## src/rtl/btn_evt_pkg.sv

```systemverilog
// Shared types for the button event controller: FSM states, event codes
// and a small sizing helper.
package btn_evt_pkg;

    typedef enum logic [2:0] {
        ST_IDLE     = 3'd0,
        ST_PRESS    = 3'd1,
        ST_HELD     = 3'd2,
        ST_WAIT_DBL = 3'd3,
        ST_SECOND   = 3'd4
    } state_e;

    typedef enum logic [1:0] {
        EVT_SHORT  = 2'b00,
        EVT_DOUBLE = 2'b01,
        EVT_LONG   = 2'b10,
        EVT_REPEAT = 2'b11
    } evt_code_e;

    function automatic int max3(input int a, input int b, input int c);
        int m;
        m = (a > b) ? a : b;
        return (m > c) ? m : c;
    endfunction

endpackage

```

## src/rtl/btn_evt_ctrl_tick.sv

```systemverilog
// evt_tick: free-running prescaler producing a one-clock tick every TICK_DIV
// clocks. Ports: clk, rst (async active-low), tick (pulse out).
module evt_tick #(
    parameter int TICK_DIV = 10
) (
    input  logic clk,
    input  logic rst,
    output logic tick
);

    localparam int CW = $clog2(TICK_DIV);

    logic [CW-1:0] cnt;
    logic          wrap;

    assign wrap = (cnt == CW'(TICK_DIV - 1));
    assign tick = wrap;

    always_ff @(posedge clk or negedge rst) begin
        if (!rst) begin
            cnt <= '0;
        end else if (wrap) begin
            cnt <= '0;
        end else begin
            cnt <= cnt + 1'b1;
        end
    end

endmodule

```

## src/rtl/btn_evt_ctrl.sv

```systemverilog
// btn_evt_ctrl: classifies a debounced button into SHORT/DOUBLE/LONG
// (and REPEAT when BTN_EVT_REPEAT_EN is defined) events with a valid/ready
// output register and a sticky overflow flag.
// Ports: clk, rst (async active-low), db (switch level), evt_valid,
// evt_code, evt_ready (consumer handshake), ovf (event dropped).
module btn_evt_ctrl
    import btn_evt_pkg::*;
#(
    parameter int TICK_DIV   = 10,
    parameter int LONG_TICKS = 20,
    parameter int DBL_TICKS  = 8,
    parameter int REP_TICKS  = 5
) (
    input  logic       clk,
    input  logic       rst,
    input  logic       db,
    output logic       evt_valid,
    output logic [1:0] evt_code,
    input  logic       evt_ready,
    output logic       ovf
);

    localparam logic [2:0] IDLE     = ST_IDLE;
    localparam logic [2:0] PRESS    = ST_PRESS;
    localparam logic [2:0] HELD     = ST_HELD;
    localparam logic [2:0] WAIT_DBL = ST_WAIT_DBL;
    localparam logic [2:0] SECOND   = ST_SECOND;

    localparam int TMAX = max3(LONG_TICKS, DBL_TICKS, REP_TICKS);
    localparam int TW   = $clog2(TMAX + 1);

    logic          db_q;
    logic          armed;
    logic          rise;
    logic          fall;
    logic          tick;
    logic [TW-1:0] timer;
    logic [2:0]    state;
    logic [2:0]    nxt;
    logic          emit;
    logic [1:0]    emit_code;
    logic          rep_clr;
    logic          tmr_clr;

    evt_tick #(
        .TICK_DIV(TICK_DIV)
    ) u_tick (
        .clk (clk),
        .rst (rst),
        .tick(tick)
    );

    // A press already in progress when reset releases must not count:
    // rises are ignored until db has been seen low once.
    assign rise = db & ~db_q & armed;
    assign fall = ~db & db_q;

    always_ff @(posedge clk or negedge rst) begin
        if (!rst) begin
            db_q  <= 1'b0;
            armed <= 1'b0;
        end else begin
            db_q <= db;
            if (!db) begin
                armed <= 1'b1;
            end
        end
    end

    // Edges are tested before timer expiry so they win on a tie.
    always_comb begin
        nxt       = state;
        emit      = 1'b0;
        emit_code = EVT_SHORT;
        rep_clr   = 1'b0;
        unique case (state)
            IDLE: begin
                if (rise) begin
                    nxt = PRESS;
                end
            end
            PRESS: begin
                if (fall) begin
                    nxt = WAIT_DBL;
                end else if (db && timer >= TW'(LONG_TICKS)) begin
                    emit      = 1'b1;
                    emit_code = EVT_LONG;
                    nxt       = HELD;
                end
            end
            HELD: begin
                if (fall) begin
                    nxt = IDLE;
                end
`ifdef BTN_EVT_REPEAT_EN
                else if (db && timer >= TW'(REP_TICKS)) begin
                    emit      = 1'b1;
                    emit_code = EVT_REPEAT;
                    rep_clr   = 1'b1;
                end
`endif
            end
            WAIT_DBL: begin
                if (rise) begin
                    nxt = SECOND;
                end else if (timer >= TW'(DBL_TICKS)) begin
                    emit      = 1'b1;
                    emit_code = EVT_SHORT;
                    nxt       = IDLE;
                end
            end
            SECOND: begin
                if (fall) begin
                    emit      = 1'b1;
                    emit_code = EVT_DOUBLE;
                    nxt       = IDLE;
                end
            end
            default: begin
                nxt = IDLE;
            end
        endcase
    end

    assign tmr_clr = (nxt != state) | rep_clr;

    always_ff @(posedge clk or negedge rst) begin
        if (!rst) begin
            state <= IDLE;
        end else begin
            state <= nxt;
        end
    end

    always_ff @(posedge clk or negedge rst) begin
        if (!rst) begin
            timer <= '0;
        end else if (tmr_clr) begin
            timer <= '0;
        end else if (tick && timer != '1) begin
            timer <= timer + 1'b1;
        end
    end

    // Output slot: loads when empty or being accepted, otherwise the new
    // event is dropped and flagged. The FSM never waits on evt_ready.
    always_ff @(posedge clk or negedge rst) begin
        if (!rst) begin
            evt_valid <= 1'b0;
            evt_code  <= 2'b00;
            ovf       <= 1'b0;
        end else if (!evt_valid || evt_ready) begin
            evt_valid <= emit;
            if (emit) begin
                evt_code <= emit_code;
            end
        end else if (emit) begin
            ovf <= 1'b1;
        end
    end

endmodule

```

## config.mk

```make
export PLATFORM = sky130hd
export DESIGN_NAME = btn_evt_ctrl
export DESIGN_NICKNAME = d
export VERILOG_FILES = /design/src/rtl/btn_evt_pkg.sv /design/src/rtl/btn_evt_ctrl_tick.sv /design/src/rtl/btn_evt_ctrl.sv
export SDC_FILE = /design/constraint.sdc
export NUM_CORES = 1
export LEC_CHECK = 0
export CORE_UTILIZATION = 45
export CTS_CLUSTER_SIZE = 24
export DETAILED_ROUTE_END_ITERATION = 6
export GPL_TIMING_DRIVEN = 0
export PLACE_DENSITY_LB_ADDON = 0.05
export RECOVER_POWER = 25
export SYNTH_ARGS = -nofsm -noshare
export SYNTH_HDL_FRONTEND = slang
export SYNTH_SLANG_ARGS = --single-unit
```

## constraint.sdc

```tcl
create_clock -name clk -period 3.39 [get_ports clk]
set_clock_uncertainty 0.15 [all_clocks]
set_input_delay 0.339 -clock clk [delete_from_list [all_inputs] [get_ports clk]]
set_output_delay 0.339 -clock clk [all_outputs]
set_load 0.1 [all_outputs]
```

### After elaboration in Yosys (flattened, before gate mapping)

Cells that the tools add are included.

| cells by class | value |
|---|---|
| $lt $le $gt $ge | 2 |
| bitwise operators | 6 |
| muxes and demuxes | 20 |
| eq/ne operators | 7 |
| add/sub/neg operators | 2 |
| reductions and logical operators | 9 |

Operators with widths:

| cell | count |
|---|---|
| $mux W3 | 6 |
| $pmux W3 S4 | 1 |
| $mux W5 | 2 |
| $eq A3 B2 Y1 const B | 2 |
| $mux W1 | 6 |
| $add A5 B1 Y5 const B | 1 |
| $ge A5 B4 Y1 const B | 1 |
| $ge A5 B5 Y1 const B | 1 |
| $ne A5 B5 Y1 const B | 1 |
| $add A4 B1 Y4 const B | 1 |
| $eq A4 B4 Y1 const B | 1 |
| $mux W2 | 2 |
| $mux W4 | 1 |
| $pmux W2 S2 | 1 |
| $reduce_and A2 Y1 | 2 |
| $and A1 B1 Y1 | 3 |
| $eq A3 B1 Y1 const B | 1 |
| $eq A3 B3 Y1 const B | 1 |
| $logic_not A3 Y1 | 1 |
| $ne A3 B3 Y1 | 1 |
| $not A1 Y1 | 3 |
| $pmux W1 S3 | 1 |
| $logic_and A1 B1 Y1 | 2 |
| $reduce_bool A2 Y1 | 1 |
| 3 further kinds | 3 |

| word-level totals | value |
|---|---|
| output and inout bits | 4 |
| word-level logic and storage cells | 54 |
| flip-flop bits (word level) | 18 |
| bits of input ports | 4 |

### Logic depth before layout (Yosys ltp)

Gate-level depths: netlist of run 1.

| logic depth | value |
|---|---|
| depth after elaboration | 7 |
| gate-level depth with buffers | 6 |
| mapped depth without buffers | 6 |

### Modules after synthesis

Synthesis of run 1 repeated with hierarchy kept, for this count alone.

| unflattened totals | value |
|---|---|
| cells, all modules | 95 |
| area total of the unflattened synthesis | 989.7 µm² |

By module, submodules not included:

| module | area each (µm²) | cells an instance | instances | sequential area each (µm²) |
|---|---|---|---|---|
| btn_evt_ctrl | 818.3 | 80 | 1 | 350.3 |
| evt_tick | 171.4 | 15 | 1 | 100.1 |

### Least setup slack after synthesis of run 1

Ideal clock, no wire load.

| timing | value |
|---|---|
| kind | register to register |
| start | register evt_valid |
| end | register evt_code[0] |
| stages on the path, launching flop included | 4 |
| arrival | 1613 ps |
| path buffers | 0 |
| required time | 3116 ps |
| setup time | 124 ps |
| slack | 1503 ps |
| period minus slack after synthesis | 1887 ps |
| cell sequence | dfrtp_1 nand2b_1 and3_1 a211o_1 |

| between the ends | value |
|---|---|
| longest elaborated chain between the ends | 3 |

RTL lines:

| what | RTL line | source |
|---|---|---|
| start: declaration | btn_evt_ctrl.sv:17 | `output logic evt_valid,` |
| start signal: assignment | btn_evt_ctrl.sv:153 | `evt_valid <= emit;` |
| $logic_not A1 Y1 | btn_evt_ctrl.sv:152 | `end else if (!evt_valid \|\| evt_ready) begin` |
| $logic_or A1 B1 Y1 | btn_evt_ctrl.sv:152 |  |
| $reduce_and A2 Y1 (no source line) | n/a |  |
| end signal: assignment | btn_evt_ctrl.sv:155 | `evt_code <= emit_code;` |
| end: declaration | btn_evt_ctrl.sv:18 | `output logic [1:0] evt_code,` |

No other way between the ends.
A chain may end at the register's enable or synchronous reset.

### Final worst setup path of run 1

| timing | value |
|---|---|
| start | register evt_code[0] |
| end | output evt_code[0] |

No word-level cell between the ends.

==> flow_metrics.py, run 1 <==
metrics = {
    "global_route": {
        "use_met1_pct": 22.2,
        "grt_pass1_vias": 674,
        "grtUsageMet3_pct": 5.61,
        "antenna_found_initial": 0,
        "grt_pass1_wl_mm": 3.05,
        "grt_max_degree": 19,
        "busiest_layer": "met2",
        "grt_overflow": 0,
        "gr-usage-all-layers_pct": 17.2,
        "grtUsageMet2_pct": 27.6,
    },
    "critical_path": {
        "start_kind": "flop",
        "setup.worst_path.class": "reg -> out",
        "cp_num_buf_inv": 1,
        "endpoint_kind": "output port",
        "cp_top_family": "buffers and inverters",
        "crit_fanout": 3,
        "rr_startpoint": "timer[0]",
        "cp.arrival_ps": 1820,
        "reg2reg_setup_slack_ps": 1470,
        "required_ps": 2900,
        "rr_endpoint": "timer[4]",
        "crit_slowest_cell": "clkdlybuf4s50_1",
        "path_cells": "clkdlybuf4s50_1",
        "critPathMaxStageDelay_ps": 1140,
        "reg2reg_depth": 6,
    },
    "yosys": {
        "ys_seq_elements": 18,
        "synth-compound-area-share_pct": 17.1,
        "ys.flop_type": "dfrtp_1",
        "synthMuxAreaShare_pct": 5.12,
        "synthArstFlopShare_pct": 100,
        "synth-xor-area-share_pct": 3.50,
        "synthTopCellsByArea": "dfrtp_1 (45%), mux2i_1 (4.0%), nor3_1 (4.0%)",
        "yosysWarnings": 0,
        "synth_cell_types": 42,
        "synth_edf_count": 0,
        "yosys.area_share.adder_pct": 3.75,
        "syn_inst": 94,
        "yosys.area.top_type": "dfrtp_1",
        "synth_top_area_share_pct": 44.9,
        "syn_area_mm2": 0.00100,
        "synth_top_family_by_area": "simple AND/OR/NAND/NOR gates",
        "ys_seq_area_share_pct": 44.9,
        "syn_area_per_cell_um2": 10.7,
        "syn-num-nets": 101,
        "synth-simple-area-share_pct": 19.7,
    },
    "floorplanning": {
        "start_util_pct": 49.6,
        "io_pins": 8,
        "fp.dieH_um": 49.2,
        "fp.dieArea_mm2": 0.00242,
        "die_x_um": 49.2,
        "num_rows": 16,
        "fp.coreArea_mm2": 0.00202,
    },
    "cts": {
        "post_cts_buffers": 0,
        "post_cts_resized": 0,
        "clk_transition_reported_paths_ps": 110,
        "ctsHoldBuffers": 0,
        "clockRootBuffer": "clkbuf_4",
        "cts_tree": "built",
        "worstSkewPairLatency_ps": 300,
        "cts_buffer_depth": 2,
        "cts_buffers": 3,
        "cts.sinks": 18,
        "htree_levels": 1,
    },
    "min_path": {
        "min_from": "db_q",
        "holdPathStages": 1,
        "hp-class": "reg -> reg",
        "min_to": "state[2]",
    },
    "final_layout": {
        "fin_cells": 132,
        "area_delta_synth_final_pct": 14.0,
        "diodes": 0,
        "post-route-util_pct": 56.5,
        "drive_gt1_share_pct": 17.1,
        "final_nets": 113,
    },
    "placement": {
        "gp_congestion": 0.871,
        "place_ws_ps": 1190,
        "dp.cells": 128,
        "dpl.hpwl_mm": 1.30,
        "io_buffers": 7,
    },
    "sta": {
        "worstMarginPinSlew_ps": 965,
        "setup_viol": 0,
        "whs_ps": 338,
        "slew_viol_final": 0,
        "fmaxAchievable_ghz": 0.432,
        "hold_viol_final": 0,
        "min_period_ps": 2310,
        "slew_headroom_pct": 35.4,
        "period_share_pct": 68.2,
        "setup_tns_ps": 0,
        "layout_setup_ws_ps": 1080,
        "rsz0062_at_grt": "false",
    },
    "drt": {
        "drt-wirelength-per-cell_um": 13.3,
        "drtAntennaViolNets": 0,
        "vias": 722,
        "drt_iter0_markers": 13,
        "viasPerCell": 5.47,
        "first_pass_iters": 4,
        "routed_wl_mm": 1.76,
        "route.detailed.drc": 0,
    },
    "pwr": {
        "leakage_nw": 0.559,
        "p_per_area_mw_per_mm2": 543,
        "peakVddDrop_mv": 0.252,
    },
    "job": {
        "drv_cap": 0,
    },
    "outcome": {
        "status": "completed",
    },
}
[registers in the layout, summed over array words and instances, names as in the netlist]
register	count
timer	5
u_tick.cnt	4
state	3
evt_code	2
armed	1
db_q	1
evt_valid	1
ovf	1
[kinds of logic (layout without fill, tap and decap cells)]
family	count (synthesis)	in the layout
adder cells (fa/ha/maj)	3	3
flip-flops	18	18
XOR/XNOR	4	4
AND/OR/NAND/NOR	32	32
AO/OA/AOI/OAI	20	20
multiplexers	5	5
buffers and inverters	12	23
[cells in the mapped netlist, drive strengths merged (2+ instances only)]
master and number:
nor2 4, xnor2 4, nand2b 2, a21oi 2, mux2i 4, nand3 2
buf 4, nor3 8, ha 3, and3 3, dfrtp 18, or2 2
o21bai 2, o32ai 2, inv 8, nand2 3, o21ai 5
[per-layer routing]
layer,part of all wire (%),up-vias,wire length [um]
li1,-,356,-
met1,47,347,832
met2,47,17,823
met3,5.5,2,97
met4,0.40,0,7
met5,0,-,0
[area by class of cell]
class,count,area [um^2]
plain buffers,4,28.8
clock buffers,4,36.3
fillers,186,880
inverters,8,30.0
multi-input cells,64,493
flip-flops and latches,18,450
well taps,27,33.8
repair buffers,7,70.1
[layout by cell type, fill, tap and decap left out, types with 2 or more instances in the layout]
| cell type | count |
|---|---|
| o21ai_0 | 5 |
| xnor2_1 | 4 |
| buf_2 | 2 |
| o21bai_1 | 2 |
| dfrtp_1 | 18 |
| nand2_1 | 3 |
| nand2b_1 | 2 |
| nand3_1 | 2 |
| nor2_1 | 4 |
| clkdlybuf4s50_1 | 5 |
| and3_1 | 2 |
| inv_1 | 7 |
| nor3_1 | 8 |
| ha_1 | 3 |
| mux2i_1 | 4 |
| clkbuf_4 | 3 |
| dlygate4sd3_1 | 2 |
[power breakdown]
group          switching, mW  total [mW]  internal, mW
combinational          0.149       0.235        0.0851
clock                 0.0683       0.134        0.0655
sequential            0.0167       0.252         0.235
total                  0.234       0.620         0.386
[metrics by stage]
stage / cell area, um^2 / power (mW)
after floorplan: 1000 / 0.438
after global placement: 1110 / 0.484
after detailed placement: 1110 / 0.492
after CTS: 1140 / 0.627
after global routing: 1140 / 0.660
final: 1140 / 0.620
[worst max path at each step]
stage / start / end / slack, ps / cells past startpoint
global placement: db / evt_code[0] / 1270 / 5
CTS: evt_code[0] / evt_code[0] / 1060 / 1
global route: evt_code[0] / evt_code[0] / 1000 / 1
finish: evt_code[0] / evt_code[0] / 1080 / 1
floorplan: evt_valid / evt_code[0] / 1500 / 3
detailed placement: db / evt_code[0] / 1190 / 5
[worst register-to-register path: stages (launching register included)]
cell     delay (ps)
dfrtp_1         440
ha_1            230
and3_1          190
ha_1            220
nor2_1          280
mux2i_1         230
nor3_1           60
No activity file was read; power rests on OpenSTA's default activity.
==> inputs of run 2 (changes only) <==
==> constraint.sdc (replaced) <==
create_clock -name clk -period 2.1 [get_ports clk]
set_clock_uncertainty 0.15 [all_clocks]
set_input_delay 0.21 -clock clk [delete_from_list [all_inputs] [get_ports clk]]
set_output_delay 0.21 -clock clk [all_outputs]
set_load 0.1 [all_outputs]
==> flow_metrics.py, run 2 (synthesized netlist as in run 1, its figures left out) <==
metrics = {
    "sta": {
        "fmaxAchievable_ghz": 0.522,
        "setup_viol": 0,
        "rsz0062_at_grt": "false",
        "slew_viol_final": 0,
        "setup_tns_ps": 0,
        "period_share_pct": 91.3,
        "min_period_ps": 1920,
        "hold_viol_final": 0,
        "slew_headroom_pct": 36.6,
        "worstMarginPinSlew_ps": 955,
    },
    "drt": {
        "drtAntennaViolNets": 0,
        "wl_met1_um": 834,
        "routed_wl_mm": 1.76,
        "met3_length_um": 97,
        "viasPerCell": 5.43,
        "met2_length_um": 818,
        "drt_iter0_markers": 13,
        "route.detailed.drc": 0,
        "drt-wirelength-per-cell_um": 13.3,
        "vias": 717,
        "first_pass_iters": 4,
        "top_layer_used": "met4",
    },
    "floorplanning": {
        "io_pins": 8,
        "num_rows": 16,
        "die_x_um": 49.2,
        "fp.coreArea_mm2": 0.00202,
        "fp.dieH_um": 49.2,
        "start_util_pct": 49.6,
        "fp.dieArea_mm2": 0.00242,
    },
    "final_layout": {
        "final_cell_mix": "dfrtp_1 (18), nor3_1 (8), inv_1 (7)",
        "fin_area_mm2": 0.00114,
        "largest_register_ffs": 5,
        "post-route-util_pct": 56.3,
        "layout_commonest_cell": "dfrtp_1",
        "reg_top3": "timer: 5 flops, u_tick.cnt: 4 flops, state: 3 flops",
        "area_delta_synth_final_pct": 13.5,
        "drive_gt1_share_pct": 17.1,
        "final_nets": 113,
        "diodes": 0,
        "regMostFlops": "timer",
    },
    "cts": {
        "worstSkewPairLatency_ps": 300,
        "cts_buffers": 3,
        "clockRootBuffer": "clkbuf_4",
        "htree_levels": 1,
        "cts_tree": "built",
        "cts.sinks": 18,
        "cts_buffer_depth": 2,
        "post_cts_buffers": 0,
        "clk_transition_reported_paths_ps": 110,
    },
    "critical_path": {
        "crit_fanout": 4,
        "required_ps": 2130,
        "rr_endpoint": "timer[4]",
        "cp.arrival_ps": 1950,
        "setup.worst_path.class": "reg -> reg",
        "start_kind": "flop",
        "reg2reg_setup_slack_ps": 180,
        "reg2reg_depth": 6,
        "rr_startpoint": "timer[0]",
        "endpoint_kind": "flop",
    },
    "placement": {
        "gp_congestion": 0.871,
        "placed_area_mm2": 0.00111,
        "io_buffers": 7,
        "dpl.hpwl_mm": 1.30,
    },
    "min_path": {
        "hp-class": "in -> async",
    },
    "global_route": {
        "grt_overflow": 0,
        "grt_pass1_wl_mm": 3.05,
        "antenna_found_initial": 0,
        "grt_pass1_vias": 674,
        "grt_max_degree": 19,
        "gr-usage-all-layers_pct": 17.2,
    },
    "pwr": {
        "power_mw": 0.994,
        "peakVddDrop_mv": 0.408,
        "leakage_nw": 0.577,
        "p_per_area_mw_per_mm2": 874,
    },
    "job": {
        "drv_cap": 0,
    },
    "outcome": {
        "status": "completed",
    },
}
run 2: worst max path at each step:
stage                          from          end  slack, ps  depth (start not counted)
after floorplan           evt_valid  evt_code[0]        210                          3
after global placement           db  evt_code[0]        110                          5
after detailed placement         db  evt_code[0]         30                          5
after CTS                  timer[0]     timer[1]        180                          6
after global routing       timer[0]     timer[1]         80                          6
final                      timer[0]     timer[4]        180                          6
run 2: area by class of cell:
| cell class | instances | area (um^2) |
|---|---|---|
| Fill cell | 189 | 885 |
| Multi-Input combinational cell | 64 | 493 |
| Sequential cell | 18 | 450 |
| Timing Repair Buffer | 7 | 65.1 |
| Clock buffer | 4 | 36.3 |
| Tap cell | 27 | 33.8 |
| Inverter | 8 | 30.0 |
| Buffer | 4 | 28.8 |
run 2: metrics by stage:
stage | hold slack (ps) | instances | setup slack [ps]
finish | 280 | 132 | 183
CTS | 244 | 132 | 177
detailed placement | 318 | 128 | 28.5
global placement | 305 | 128 | 110
floorplan | -236 | 94 | 213
global route | 347 | 132 | 76.3
run 2: timing repair:
| item | 4_1_cts | 5_1_grt |
|---|---|---|
| endpoints found under the setup margin | 4 | 0 |
| hold buffers | 0 | 0 |
| endpoints found under the hold margin | 0 | 0 |
| resized for setup | 4 | 0 |
run 2: power by group:
group | total [mW] | internal [mW] | switching (mW)
combinational | 0.372 | 0.131 | 0.241
clock | 0.216 | 0.106 | 0.110
sequential | 0.406 | 0.380 | 0.0266
run 2: critical path, cell delays in order (launching register included):
cell     delay (ps)
dfrtp_1         440
ha_1            230
and3_1          190
ha_1            220
nor2_1          280
mux2i_1         230
nor3_1           60
run 2: metal layers:
layer / track usage [%] / up-vias
met5: 0 / -
met2: 27.6 / 17
met1: 22.2 / 342
li1: - / 356
met3: 5.61 / 2
met4: 4.41 / 0
==> inputs of run 3 (changes only) <==
--- a/config.mk
+++ b/config.mk
@@ -5,8 +5,9 @@
 export SDC_FILE = /design/constraint.sdc
 export NUM_CORES = 1
 export LEC_CHECK = 0
+export ABC_AREA = 1
 export CORE_UTILIZATION = 45
-export CTS_CLUSTER_SIZE = 24
+export CTS_CLUSTER_SIZE = 16
 export DETAILED_ROUTE_END_ITERATION = 6
 export GPL_TIMING_DRIVEN = 0
 export PLACE_DENSITY_LB_ADDON = 0.05
==> constraint.sdc (replaced) <==
create_clock -name clk -period 2.1 [get_ports clk]
set_clock_uncertainty 0.15 [all_clocks]
set_input_delay 0.21 -clock clk [delete_from_list [all_inputs] [get_ports clk]]
set_output_delay 0.21 -clock clk [all_outputs]
set_load 0.02 [all_outputs]
==> flow_metrics.py, run 3 <==
metrics = {
    "pwr": {
        "power_mw": 0.874,
        "peakVddDrop_mv": 0.481,
        "p_per_area_mw_per_mm2": 789,
        "leakage_nw": 0.563,
    },
    "yosys": {
        "syn_area_um2": 975,
        "synthTopCellsByArea": "dfrtp_1 (46%), nand2_1 (12%), inv_1 (6.9%)",
        "syn_inst": 123,
        "yosys.area.top_type": "dfrtp_1",
        "syn-num-nets": 130,
        "ys.flop_type": "dfrtp_1",
        "synth_top_area_share_pct": 46.2,
        "synthArstFlopShare_pct": 100,
        "synth_edf_count": 0,
        "yosysWarnings": 0,
        "yosysMostFrequentCell": "nand2_1",
        "synthTopCellsByCount": "nand2_1 (32), dfrtp_1 (18), inv_1 (18), nor2_1 (16), nand3_1 (6)",
        "ys_seq_area_share_pct": 46.2,
        "synth_cell_types": 20,
        "ys_seq_elements": 18,
        "syn_area_per_cell_um2": 7.92,
    },
    "sta": {
        "rsz0062_at_grt": "false",
        "slew_headroom_pct": 46.4,
        "worstMarginPinSlew_ps": 802,
        "min_period_ps": 1640,
        "hold_viol_final": 0,
        "fmaxAchievable_ghz": 0.609,
        "slew_viol_final": 0,
        "period_share_pct": 78.2,
        "setup_tns_ps": 0,
        "setup_viol": 0,
        "whs_ps": 281,
    },
    "floorplanning": {
        "num_rows": 16,
        "io_pins": 8,
        "die_x_um": 48.5,
        "fp.coreArea_mm2": 0.00200,
        "fp.dieH_um": 48.5,
        "fp.dieArea_mm2": 0.00236,
        "start_util_pct": 48.7,
    },
    "drt": {
        "routed_wl_mm": 1.67,
        "route.detailed.drc": 0,
        "vias": 790,
        "first_pass_iters": 4,
        "drt-wirelength-per-cell_um": 10.4,
        "drtAntennaViolNets": 0,
        "viasPerCell": 4.91,
        "drt_iter0_markers": 12,
    },
    "critical_path": {
        "reg2reg_setup_slack_ps": 460,
        "crit_fanout": 6,
        "required_ps": 2190,
        "endpoint_kind": "flop",
        "setup.worst_path.class": "reg -> reg",
        "start_kind": "flop",
        "cp.arrival_ps": 1730,
    },
    "placement": {
        "io_buffers": 7,
        "gp_congestion": 0.954,
        "dpl.hpwl_mm": 1.27,
    },
    "global_route": {
        "grt_overflow": 0,
        "grt_pass1_vias": 684,
        "gr-usage-all-layers_pct": 15.7,
        "antenna_found_initial": 0,
        "grt_max_degree": 19,
        "grt_pass1_wl_mm": 2.83,
    },
    "final_layout": {
        "final_cell_mix": "nand2_1 (32), inv_1 (19), dfrtp_1 (18)",
        "post-route-util_pct": 55.3,
        "diodes": 0,
        "area_delta_synth_final_pct": 13.6,
        "largest_register_ffs": 5,
        "layout_commonest_cell": "nand2_1",
        "regMostFlops": "timer",
        "drive_gt1_share_pct": 9.70,
        "final_nets": 142,
        "reg_top3": "timer: 5 flops, u_tick.cnt: 4 flops, state: 3 flops",
    },
    "cts": {
        "cts_buffers": 3,
        "ctsHoldBuffers": 0,
        "post_cts_buffers": 0,
        "cts_tree": "built",
        "htree_levels": 1,
        "post_cts_resized": 0,
        "worstSkewPairLatency_ps": 300,
        "cts.sinks": 18,
        "clockRootBuffer": "clkbuf_4",
        "cts_buffer_depth": 2,
        "clk_transition_reported_paths_ps": 110,
    },
    "job": {
        "drv_cap": 0,
    },
    "outcome": {
        "status": "completed",
    },
    "min_path": {
        "hp-class": "in -> async",
    },
}
run 3: cell types whose count changed in the layout (fill, tap and decap cells not counted), moves of 5 or more:
cell	previous run	this run
nand2_1	3	32
inv_1	7	19
nor3_1	8	2
nand3_1	2	7
nor2_1	4	17
run 3: cell families after synthesis:
group	synth area share [%]
AND/OR/NAND/NOR	31.7
AO/OA/AOI/OAI	6.93
buffers and inverters	7.70
flip-flops	46.2
XOR/XNOR	3.59
adder cells (fa/ha/maj)	3.85
run 3: power by group:
part           total, mW  switching [mW]  internal (mW)
logic              0.252           0.167         0.0847
clock network      0.215           0.109          0.106
registers          0.407          0.0364          0.371
total              0.874           0.313          0.561
run 3: final cells by class:
class                           instances  area [um^2]
Fill cell                             190          895
Sequential cell                        18          450
Multi-Input combinational cell         85          442
Inverter                               20         75.1
Timing Repair Buffer                    7         70.1
Clock buffer                            4         36.3
Tap cell                               27         33.8
run 3: path summary, 6_finish.rpt:
kind | end | startpoint | cells past startpoint
max reg2reg | timer[3] | timer[0] | 8
max in group asynchronous | evt_code[1] | rst | 1
min in group clk | ovf | ovf | 1
min | state[0] | rst | 1
max | timer[3] | timer[0] | 8
min reg2reg | ovf | ovf | 1
run 3: layer usage:
| layer | vias up | wire length (um) | track usage [%] |
|---|---|---|---|
| met4 | 0 | 53 | 9.80 |
| met3 | 7 | 85 | 2.20 |
| li1 | 404 | - | - |
| met1 | 355 | 807 | 20.8 |
| met5 | - | 0 | 0 |
| met2 | 24 | 727 | 24.2 |
run 3: worst max-delay path, stage by stage (launching register included):
cell and delay, ps:
dfrtp_1 400, ha_1 220, nand2_1 70, nor2_1 40, ha_1 210, nor2_4 170, nand2_1 90, xor2_1 140
nor2_1 90
run 3: metrics by stage:
step	cells	setup slack (ps)	cell area [um^2]
4_1_cts	161	445	1110
2_1_floorplan	123	574	975
3_3_place_gp	157	294	1080
3_5_place_dp	157	284	1080
6_report	161	458	1110
5_1_grt	161	366	1110
